**src/rtl/fp_regfile.sv**
```systemverilog
// Coprocessor-1 floating-point register file: 32 x 32-bit, single or even/odd double access.
// Optional FP_REGFILE_BYPASS_EN forwards same-cycle write data into the read ports per word.
module fp_regfile #(
    parameter int unsigned DATA_W   = 32,
    parameter int unsigned NUM_REGS = 32
) (
    input  logic              clk,
    input  logic              rst_n,
    input  logic [4:0]        rs_addr,
    input  logic [4:0]        rt_addr,
    input  logic              rd_double,
    output logic [DATA_W-1:0] rd0_0,
    output logic [DATA_W-1:0] rd0_1,
    output logic [DATA_W-1:0] rd1_0,
    output logic [DATA_W-1:0] rd1_1,
    input  logic              we,
    input  logic [4:0]        wr_addr,
    input  logic              wr_double,
    input  logic [DATA_W-1:0] wd_0,
    input  logic [DATA_W-1:0] wd_1
);

    logic [DATA_W-1:0] regs_q [NUM_REGS];
    logic [DATA_W-1:0] regs_d [NUM_REGS];

    always_comb begin
        regs_d = regs_q;
        if (we) begin
            if (wr_double) begin
                regs_d[{wr_addr[4:1], 1'b1}] = wd_0;
                regs_d[{wr_addr[4:1], 1'b0}] = wd_1;
            end else begin
                regs_d[wr_addr] = wd_0;
            end
        end
    end

    always_ff @(posedge clk) begin
        if (!rst_n) begin
            regs_q <= '{default: '0};
        end else begin
            regs_q <= regs_d;
        end
    end

    // Value seen by a read of one register this cycle.
    function automatic logic [DATA_W-1:0] read_word(input logic [4:0] idx);
        logic [DATA_W-1:0] w;
        w = regs_q[idx];
`ifdef FP_REGFILE_BYPASS_EN
        if (we && rst_n) begin
            if (wr_double && (idx[4:1] == wr_addr[4:1])) begin
                w = idx[0] ? wd_0 : wd_1;
            end else if (!wr_double && (idx == wr_addr)) begin
                w = wd_0;
            end
        end
`endif
        return w;
    endfunction

    always_comb begin
        if (rd_double) begin
            rd0_0 = read_word({rs_addr[4:1], 1'b1});
            rd0_1 = read_word({rs_addr[4:1], 1'b0});
            rd1_0 = read_word({rt_addr[4:1], 1'b1});
            rd1_1 = read_word({rt_addr[4:1], 1'b0});
        end else begin
            rd0_0 = read_word(rs_addr);
            rd0_1 = '0;
            rd1_0 = read_word(rt_addr);
            rd1_1 = '0;
        end
    end

endmodule

```
**config.mk**
```make
export PLATFORM = sky130hd
export DESIGN_NAME = fp_regfile
export DESIGN_NICKNAME = d
export VERILOG_FILES = /design/src/rtl/fp_regfile.sv
export SDC_FILE = /design/constraint.sdc
export NUM_CORES = 2
export LEC_CHECK = 0
export CAP_MARGIN = 15
export CORE_MARGIN = 1
export CORE_UTILIZATION = 45
export CTS_BUF_LIST = sky130_fd_sc_hd__clkbuf_4
export DETAILED_ROUTE_END_ITERATION = 16
export PLACE_DENSITY = 0.73
export SLEW_MARGIN = 5
export SYNTH_ARGS = -nofsm -noshare
export SYNTH_HDL_FRONTEND = slang
export SYNTH_SLANG_ARGS = --single-unit
```
**constraint.sdc**
```tcl
create_clock -name clk -period 3.4 [get_ports clk]
set_input_delay 0.68 -clock clk [delete_from_list [all_inputs] [get_ports clk]]
set_output_delay 0.68 -clock clk [all_outputs]
set_load 0.05 [all_outputs]
```
==> results.py <==
metrics = {
    "outcome": {
        "status": "finished with violations",
        "violations": "negative setup slack",
    },
    "clock_network": {
        "clockBufferDepth": 4,
        "cts_buffers": 294,
        "clk_pin_slew_ps": 70,
        "clk_latency_ps": 1310,
        "h-tree-depth": 5,
        "cts_sinks": 1024,
        "cts_tree": "built",
        "cts-root-buf": "clkbuf_4",
    },
    "placed_design": {
        "detailed_place_hpwl_mm": 177,
        "portBuffers": 211,
        "place.gp.congestion": 1.02,
    },
    "synth": {
        "yosysWarnings": 0,
        "synth.most_common_cell": "nand2_1",
        "yosysSeqAreaShare_pct": 34.2,
        "synth.largest_area_cell": "dfxtp_1",
        "synth_common_cells": "nand2_1 (1,588), dfxtp_1 (1,024), mux4_2 (710)",
        "ys_top_cells_by_area": "dfxtp_1 (34%), mux4_2 (27%), nand2_1 (9.9%)",
        "synth_area_um2": 59900,
        "avgSynthCellArea_um2": 10.4,
        "synthesis.nets": 5822,
        "syn_inst": 5738,
        "synth-seq-cells": 1024,
        "ys_types": 49,
        "synth.top_cell.area_share_pct": 34.2,
        "synth_edf_count": 0,
        "ys.flop_type": "dfxtp_1",
        "synthArstFlopShare_pct": 0,
    },
    "drt": {
        "vias": 57100,
        "remaining_drc_errors": 0,
        "wl_mm": 265,
        "dr.pass1.iters": 6,
        "vias_per_cell": 6.97,
        "routedWlPerCell_um": 32.4,
        "initialDrtViolationCount": 10300,
        "antenna_left": 0,
    },
    "sta": {
        "fin_crit_ps": 4080,
        "rsz0062_at_grt": "true",
        "max_freq_ghz": 0.245,
        "hold_viol_final": 0,
        "min_period_over_period_pct": 120,
        "setup_slack_ps": -683,
        "worst_slew_pin_slew_ps": 1040,
        "drv_slew": 0,
        "fin_skew_ps": 0,
        "final-setup-viol-count": 128,
        "slew_headroom_pct": 30.7,
        "fin_hold_ws_ps": 110,
    },
    "floorplan": {
        "initial_utilization_pct": 45.5,
        "rows": 133,
        "die_y_um": 367,
        "core_um2": 132000,
        "boundaryPins": 212,
        "dieArea_um2": 135000,
        "die_w_um": 367,
    },
    "power": {
        "seqPwrFrac_pct": 44.1,
        "peakVddDrop_mv": 0.415,
        "switchingPower_mw": 8.28,
        "p_total_mw": 28.0,
        "power.density_nw_per_um2": 379,
        "internal_power_mw": 19.7,
        "power_frac_clock_pct": 40.7,
        "p_sw_share_pct": 29.6,
        "leakage_nw": 32.4,
        "comb_power_share_pct": 15.2,
    },
    "setup_path": {
        "crit_path_end": "rd0_0[7]",
        "crit_arrival_ps": 3400,
        "rr_endpoint": "regs_q[187]$_SDFFE_PN0P_",
        "crit_fanout": 3,
        "r2r-start": "regs_q[187]$_SDFFE_PN0P_",
        "r2r_setup_slack_ps": 2530,
        "cp-end-kind": "primary output",
        "startpoint_type": "flip-flop",
        "ff2ff_path_depth": 3,
        "cp-startpoint": "regs_q[7]$_SDFFE_PN0P_",
        "crit_type": "reg2out",
        "worstPathRequired_ps": 2720,
    },
    "finish": {
        "finalNetCount": 6308,
        "largest_reg_flops": 1024,
        "drive_above_1_share_pct": 41.3,
        "filler_cell_count": 10900,
        "area_growth_pct": 23.3,
        "regMostFlops": "regs_q",
        "reg_top3": "regs_q: 1024 flops",
    },
    "global_routing": {
        "antenna_found_initial": 29,
        "grt_max_degree": 138,
        "grt_pass1_wl_mm": 375,
        "grt_pass1_vias": 54100,
        "gr-usage-all-layers_pct": 38.2,
        "gr-total-overflow": 0,
    },
    "job": {
        "maxCapViolations": 0,
    },
    "min_path": {
        "hp-class": "in2reg",
    },
}
[layout by cell type (no fill, tap or decap), types with 27 or more instances in the layout]
| cell type | n |
|---|---|
| nand2_1 | 1559 |
| mux4_2 | 710 |
| dfxtp_1 | 603 |
| o211a_1 | 514 |
| a21boi_0 | 512 |
| buf_4 | 504 |
| clkbuf_4 | 419 |
| dfxtp_2 | 416 |
| buf_12 | 167 |
| mux2i_1 | 131 |
| o22ai_1 | 89 |
| buf_6 | 73 |
| clkdlybuf4s50_1 | 70 |
| a22oi_1 | 64 |
| buf_8 | 54 |
| and2_4 | 51 |
| clkinv_1 | 47 |
| a22o_1 | 41 |
| nand2_2 | 28 |
| mux2_2 | 27 |
[worst max-delay path, stage by stage, from the launching register on]
cell	delay, ps
dfxtp_1	320
mux4_2	490
mux2_4	280
a32o_1	200
a2111o_1	540
buf_6	230
[cell type report]
| type | instances | area, um2 | share of cell area (%) |
|---|---|---|---|
| Multi-Input combinational cell | 4029 | 37600 | 51.0 |
| Sequential cell | 1024 | 21000 | 28.5 |
| Timing Repair Buffer | 873 | 9500 | 12.9 |
| Clock buffer | 419 | 3150 | 4.26 |
| Tap cell | 1755 | 2200 | 2.97 |
| Clock inverter | 62 | 295 | 0.400 |
| Antenna cell | 22 | 55.1 | 0.0745 |
| Inverter | 2 | 8.76 | 0.0119 |
[cell families after synthesis]
group | share of synthesized area (%)
AO/OA/AOI/OAI | 19.1
buffers and inverters | 4.88
AND/OR/NAND/NOR | 12.1
flip-flops | 34.2
multiplexers | 29.8
[timing repair]
action	CTS	global route
buffers inserted	69	25
gates cloned	0	0
endpoints found under the hold margin	67	0
endpoints found under the setup margin	128	128
pin swaps	77	40
hold buffers	1	0
gates resized for setup	650	184
[worst min-delay path by stage]
stage	endpoint	cells after the start	slack, ps	startpoint
detailed placement	regs_q[260]$_SDFFE_PN0P_	2	470	regs_q[260]$_SDFFE_PN0P_
global placement	regs_q[272]$_SDFFE_PN0P_	2	460	regs_q[272]$_SDFFE_PN0P_
global route	regs_q[17]$_SDFFE_PN0P_	4	140	wd_0[17]
CTS	regs_q[17]$_SDFFE_PN0P_	4	70	wd_0[17]
floorplan	regs_q[320]$_SDFFE_PN0P_	2	450	regs_q[320]$_SDFFE_PN0P_
finish	regs_q[17]$_SDFFE_PN0P_	4	110	wd_0[17]
[power by group through the flow]
stage,Sequential (mW),Combinational [mW],Clock [mW]
final,12.3,4.26,11.4
after global routing,12.3,4.32,12.0
after CTS,12.3,4.06,11.3
after detailed placement,12.6,3.90,0
after global placement,12.6,3.85,0
after floorplan,12.5,2.21,0
[layer usage]
layer | up-vias | part of all wire [%] | routed length, um | GRT usage [%]
met5 | - | 0.056 | 148 | 0
met4 | 24 | 7.6 | 20200 | 25.3
met3 | 1189 | 19 | 49200 | 18.5
met2 | 5353 | 40 | 107000 | 52.6
met1 | 27900 | 33 | 88400 | 47.1
li1 | 22600 | - | - | -
[per-stage QoR]
step           instance area (um2)  utilization (%)  setup WS [ps]  TNS [ps]  std cells
3_5_place_dp                 67600             51.3           -556    -18750       7594
6_report                     73900             56.1           -683    -48450       8186
2_1_floorplan                60000                -          -34.8     -34.8       5738
3_3_place_gp                 67600             51.3           -582    -16810       7594
5_1_grt                      73900             56.0           -701    -48690       8175
4_1_cts                      73300             55.6           -669    -49490       8143
Power figures use the tool's default switching activity.
